`config.mk`:
```
export PLATFORM = sky130hd
export DESIGN_NAME = vd1_scan
export DESIGN_NICKNAME = d
export VERILOG_FILES = /design/src/rtl/vd1_pkg.sv /design/src/rtl/vd1_settle_timer.sv /design/src/rtl/vd1_scan.sv
export SDC_FILE = /design/constraint.sdc
export NUM_CORES = 1
export LEC_CHECK = 0
export CAP_MARGIN = 15
export CORE_MARGIN = 10
export CORE_UTILIZATION = 35
export CTS_CLUSTER_DIAMETER = 30
export DETAILED_ROUTE_END_ITERATION = 12
export PLACE_DENSITY_LB_ADDON = 0.2
export SLEW_MARGIN = 10
export SYNTH_ARGS = -nofsm -noshare
export SYNTH_HDL_FRONTEND = slang
export SYNTH_SLANG_ARGS = --single-unit
```
`constraint.sdc`:
```
create_clock -name clk -period 1.95 [get_ports clk]
set_input_delay 0.2925 -clock clk [delete_from_list [all_inputs] [get_ports clk]]
set_output_delay 0.2925 -clock clk [all_outputs]
set_load 0.02 [all_outputs]
```
`src/rtl/vd1_pkg.sv`:
```
// Shared definitions for the vd1_scan mux scanner: FSM states, select codes, channel count.
package vd1_pkg;

  typedef enum logic [1:0] {
    ST_IDLE    = 2'd0,
    ST_DRIVE   = 2'd1,
    ST_CAPTURE = 2'd2,
    ST_DONE    = 2'd3
  } state_t;

  localparam int NCH = 5;

  localparam logic [2:0] CH_U = 3'b000;
  localparam logic [2:0] CH_V = 3'b001;
  localparam logic [2:0] CH_W = 3'b010;
  localparam logic [2:0] CH_X = 3'b011;
  localparam logic [2:0] CH_Y = 3'b100;

  // Codes that alias onto y at the downstream mux (1xx decodes as y)
  localparam logic [2:0] AL_A = 3'b101;
  localparam logic [2:0] AL_B = 3'b110;
  localparam logic [2:0] AL_C = 3'b111;

endpackage

```
`src/rtl/vd1_settle_timer.sv`:
```
// 4-bit loadable down-counter that paces how long each select code is held.
module vd1_settle_timer (
  input  logic       clk,
  input  logic       rst,
  input  logic       load,
  input  logic [3:0] load_val,
  input  logic       dec,
  output logic       zero,
  output logic       one
);

  logic [3:0] cnt;

  always_ff @(posedge clk) begin
    if (rst) begin
      cnt <= 4'd0;
    end else if (load) begin
      cnt <= load_val;
    end else if (dec && !zero) begin
      cnt <= cnt - 4'd1;
    end
  end

  assign zero = (cnt == 4'd0);
  assign one  = (cnt == 4'd1);

endmodule

```
`src/rtl/vd1_scan.sv`:
```
// Scans a 5-to-1 mux by stepping its select code and sampling m into a 5-bit word.
// Optional macro VD1_SCAN_ALIAS_CHECK_EN adds codes 101..111 and checks they read back as y.
import vd1_pkg::*;

module vd1_scan #(
  parameter int SETTLE = 1
) (
  input  logic       clk,
  input  logic       rst,
  input  logic       start,
  output logic       s2,
  output logic       s1,
  output logic       s0,
  input  logic       m,
  output logic       busy,
  output logic       done,
  output logic [4:0] word,
  output logic       alias_err
);

  localparam logic [3:0] SETTLE_V   = 4'(SETTLE);
  localparam bit         SKIP_DRIVE = (SETTLE == 0);

  state_t           state, state_nxt;
  logic [2:0]       code, code_nxt;
  logic [NCH-1:0]   collect, collect_nxt;
  logic [NCH-1:0]   word_r;
  logic             word_ld;
  logic             tmr_load, tmr_dec, tmr_zero, tmr_one;

`ifdef VD1_SCAN_ALIAS_CHECK_EN
  localparam logic [2:0] LAST_CODE = AL_C;
  logic alias_r;

  // Sticky: any alias-code sample that disagrees with the captured y bit
  always_ff @(posedge clk) begin
    if (rst) begin
      alias_r <= 1'b0;
    end else if (state == ST_IDLE && start) begin
      alias_r <= 1'b0;
    end else if (state == ST_CAPTURE &&
                 (code == AL_A || code == AL_B || code == AL_C) &&
                 m != collect[4]) begin
      alias_r <= 1'b1;
    end
  end

  assign alias_err = alias_r;
`else
  localparam logic [2:0] LAST_CODE = CH_Y;
  assign alias_err = 1'b0;
`endif

  vd1_settle_timer u_timer (
    .clk      (clk),
    .rst      (rst),
    .load     (tmr_load),
    .load_val (SETTLE_V),
    .dec      (tmr_dec),
    .zero     (tmr_zero),
    .one      (tmr_one)
  );

  always_comb begin
    state_nxt   = state;
    code_nxt    = code;
    collect_nxt = collect;
    word_ld     = 1'b0;
    tmr_load    = 1'b0;
    tmr_dec     = 1'b0;
    case (state)
      ST_IDLE: begin
        code_nxt = CH_U;
        if (start) begin
          collect_nxt = '0;
          tmr_load    = 1'b1;
          state_nxt   = SKIP_DRIVE ? ST_CAPTURE : ST_DRIVE;
        end
      end
      ST_DRIVE: begin
        tmr_dec = 1'b1;
        if (tmr_zero || tmr_one) state_nxt = ST_CAPTURE;
      end
      ST_CAPTURE: begin
        case (code)
          CH_U:    collect_nxt[0] = m;
          CH_V:    collect_nxt[1] = m;
          CH_W:    collect_nxt[2] = m;
          CH_X:    collect_nxt[3] = m;
          CH_Y:    collect_nxt[4] = m;
          default: ;
        endcase
        if (code == LAST_CODE) begin
          // word picks up the final sample on the same edge that enters DONE
          word_ld   = 1'b1;
          code_nxt  = CH_U;
          state_nxt = ST_DONE;
        end else begin
          code_nxt  = code + 3'd1;
          tmr_load  = 1'b1;
          state_nxt = SKIP_DRIVE ? ST_CAPTURE : ST_DRIVE;
        end
      end
      ST_DONE: begin
        code_nxt  = CH_U;
        state_nxt = ST_IDLE;
      end
      default: begin
        code_nxt  = CH_U;
        state_nxt = ST_IDLE;
      end
    endcase
  end

  always_ff @(posedge clk) begin
    if (rst) begin
      state   <= ST_IDLE;
      code    <= CH_U;
      collect <= '0;
      word_r  <= '0;
    end else begin
      state   <= state_nxt;
      code    <= code_nxt;
      collect <= collect_nxt;
      if (word_ld) word_r <= collect_nxt;
    end
  end

  assign s2   = code[2];
  assign s1   = code[1];
  assign s0   = code[0];
  assign busy = (state == ST_DRIVE) || (state == ST_CAPTURE);
  assign done = (state == ST_DONE);
  assign word = word_r;

endmodule

```
==> flow_summary.json <==
{
  "syn_nets": 127,
  "drc_errors": 0,
  "root_buffer": "clkbuf_4",
  "timing.rr.end": "word[2]$_SDFFE_PP0P_",
  "r2r_start": "state[0]$_SDFFE_PP0P_",
  "syn_area_um2": 991.0,
  "p_per_area_nw_per_um2": 1084,
  "cp_slowest_cell": "dfxtp_1",
  "antenna_cells": 0,
  "startpoint_type": "flop",
  "peakVddDrop_uv": 771.9,
  "routabilityCongestion": 0.7812,
  "fp-row-count": 19,
  "grtUsageTotal_pct": 8.370,
  "start_util_pct": 36.25,
  "syn_avg_cell_area_um2": 8.848,
  "yosysWarningCount": 0,
  "ys_seq_area_share_pct": 38.38,
  "grt_max_degree": 14,
  "min_period_ns": 1.810,
  "final_nets": 141,
  "yosys-top-cells-area": "dfxtp_1 38%, ha_1 14%, nor2_1 6.1%, mux2_2 5.7%, a211oi_1 4.5%",
  "ant_nets": 0,
  "drtIter0Drc": 39,
  "cp-endpoint": "busy",
  "syn_to_final_growth_pct": 17.93,
  "finalMaxSlewViolations": 0,
  "io-pin-count": 15,
  "core_area_um2": 2734,
  "async_flop_share_pct": 0,
  "postCtsSetupBuffers": 0,
  "hold_viol": 0,
  "fill_cells": 282,
  "cp.required_ns": 1.66,
  "leakagePower_nw": 0.4388,
  "dp_hpwl_um": 1598,
  "wl_per_cell_um": 13.08,
  "die_h_um": 73.21,
  "drv_cap": 0,
  "grt_pass1_vias": 833,
  "cts_buffers": 3,
  "dieArea_um2": 5360,
  "grt_pass1_wl_um": 3650,
  "maxSlewHeadroom_pct": 63.05,
  "cpPeakStageDelay_ns": 0.43,
  "viasPerCell": 5.192,
  "reg2reg_slack_ns": 0.23,
  "tritoncts": "built",
  "synth.ff_latch_count": 19,
  "path_clk_slew_ns": 0.10,
  "totalWireLength_um": 2041,
  "synth_top_area_share_pct": 38.38,
  "clock-sinks": 19,
  "antenna_found_initial": 0,
  "r2r_cells": 5,
  "critPathLaunch": "state[0]$_SDFFE_PP0P_",
  "cp.arrival_ns": 1.52,
  "synth_edf_count": 0,
  "drtPass1Iterations": 4,
  "worst_pin_slew_ns": 0.5495,
  "synthFlopType": "dfxtp_1",
  "synth_area_leader_cell": "dfxtp_1",
  "path_cells": "inv_1 -> ha_1 -> dlygate4sd2_1",
  "hold_class": "flop to flop",
  "grt.overflow.total": 0,
  "worst-setup-path-type": "flop to output port",
  "fin_worst_skew_ns": 0.01159,
  "path_max_fanout": 5,
  "fp.dieW_um": 73.21,
  "syn_inst": 112,
  "vias": 810,
  "drive_above_1_share_pct": 9.600,
  "finalCritPeriodShare_pct": 92.84,
  "worstSkewPairLatency_ns": 0.30,
  "portBuffers": 13,
  "cts_buffer_depth": 2,
  "htreeDepth": 1,
  "fmax_ghz": 0.5524,
  "outcome": "finished, final reports clean",
  "end_kind": "output port",
  "setup-violations-final": 0,
  "synth_cell_types": 26,
  "fin_util_pct": 42.75,
  "grt_setup_unrepaired": "no",
  "fin_tns_setup_ns": 0
}
[logic make-up after synthesis]
logic type | count (synthesis) | synth area share [%]
xor+xnor | 3 | 2.652
simple gates | 35 | 16.16
buf+inv | 13 | 5.556
flops | 19 | 38.38
other cells | 1 | 0.3784
fa+ha+maj | 11 | 13.89
mux | 5 | 5.681
compound gates | 25 | 17.30
[critical path: cells and delay by family (launching register included)]
family                   cells  cell delay [ns]
adder cells (fa/ha/maj)      1             0.36
buffers and inverters        2             0.45
flip-flops                   1             0.43
[state kept, by name, indices dropped and copies added (netlist names)]
| name | count |
|---|---|
| code | 3 |
| collect | 5 |
| state | 2 |
| u_timer.cnt | 4 |
| word | 5 |
[worst min path at each step]
stage | depth (start not counted) | slack (ns) | end | start
CTS | 2 | 0.48 | word[0]$_SDFFE_PP0P_ | word[0]$_SDFFE_PP0P_
finish | 2 | 0.47 | word[0]$_SDFFE_PP0P_ | word[0]$_SDFFE_PP0P_
detailed placement | 2 | 0.46 | word[0]$_SDFFE_PP0P_ | word[0]$_SDFFE_PP0P_
floorplan | 2 | 0.44 | word[0]$_SDFFE_PP0P_ | collect[0]$_SDFF_PP0_
global placement | 2 | 0.45 | word[0]$_SDFFE_PP0P_ | word[0]$_SDFFE_PP0P_
global route | 2 | 0.48 | word[0]$_SDFFE_PP0P_ | word[0]$_SDFFE_PP0P_
[what timing repair did]
item,CTS,global route
hold buffers,0,0
resized for setup,1,0
setup endpoints to repair,1,0
[final cells by class]
| type | instances | area (µm²) | share of cell area (%) |
|---|---|---|---|
| timing repair buffer | 14 | 136.4 | 11.67 |
| sequential | 19 | 380.4 | 32.55 |
| tap | 31 | 38.79 | 3.319 |
| inverter | 8 | 30.03 | 2.570 |
| clock buffer | 3 | 22.52 | 1.927 |
| multi-input combinational | 80 | 555.5 | 47.54 |
| clock inverter | 1 | 5.005 | 0.4283 |
[cell usage in the layout, fill, tap and decap left out, types with 6 or more instances in the layout]
cell / instances
ha_1: 11
dfxtp_1: 19
a211oi_1: 6
nor2_1: 16
inv_1: 8
a22oi_1: 6
nand2_1: 6
a21oi_1: 8
clkdlybuf4s50_1: 12
[routing by layer]
metal | GRT usage (%) | vias to the layer above | part of all wire [%]
met5 | 0 | - | 0
met4 | 5.274 | 0 | 1.6
met3 | 3.129 | 4 | 6.6
met2 | 12.80 | 12 | 47
met1 | 9.542 | 380 | 45
li1 | - | 414 | -
[cell usage after synthesis, types with 2 or more instances]
cell type  instances
dfxtp_1           19
inv_1              8
nand2_1            6
nand2b_1           5
nand3_1            2
ha_1              11
xnor2_1            2
mux2_2             5
a211oi_1           6
clkbuf_1           2
a21oi_1            8
nor2_1            16
a22oi_1            6
buf_2              2
nand4_1            3
[power by group]
group	switching, W	leakage, nW	internal, W
Sequential	0.0000575	0.154	0.000439
Clock	0.000125	0.0177	0.0000763
Combinational	0.000340	0.267	0.000229
Total	0.000523	0.439	0.000744
[through the flow]
step / instance area [µm²] / hold slack, ns / power (W) / setup slack, ns / instances
after floorplan: 991.0 / 0.4419 / 0.0009209 / 0.3709 / 112
after global placement: 1142 / 0.4465 / 0.001077 / 0.2299 / 152
after detailed placement: 1142 / 0.4588 / 0.001089 / 0.1939 / 152
after CTS: 1169 / 0.4754 / 0.001285 / 0.1257 / 156
after global routing: 1169 / 0.4836 / 0.001394 / 0.01303 / 156
final: 1169 / 0.4696 / 0.001267 / 0.1397 / 156
No activity file was read; power rests on OpenSTA's default activity.
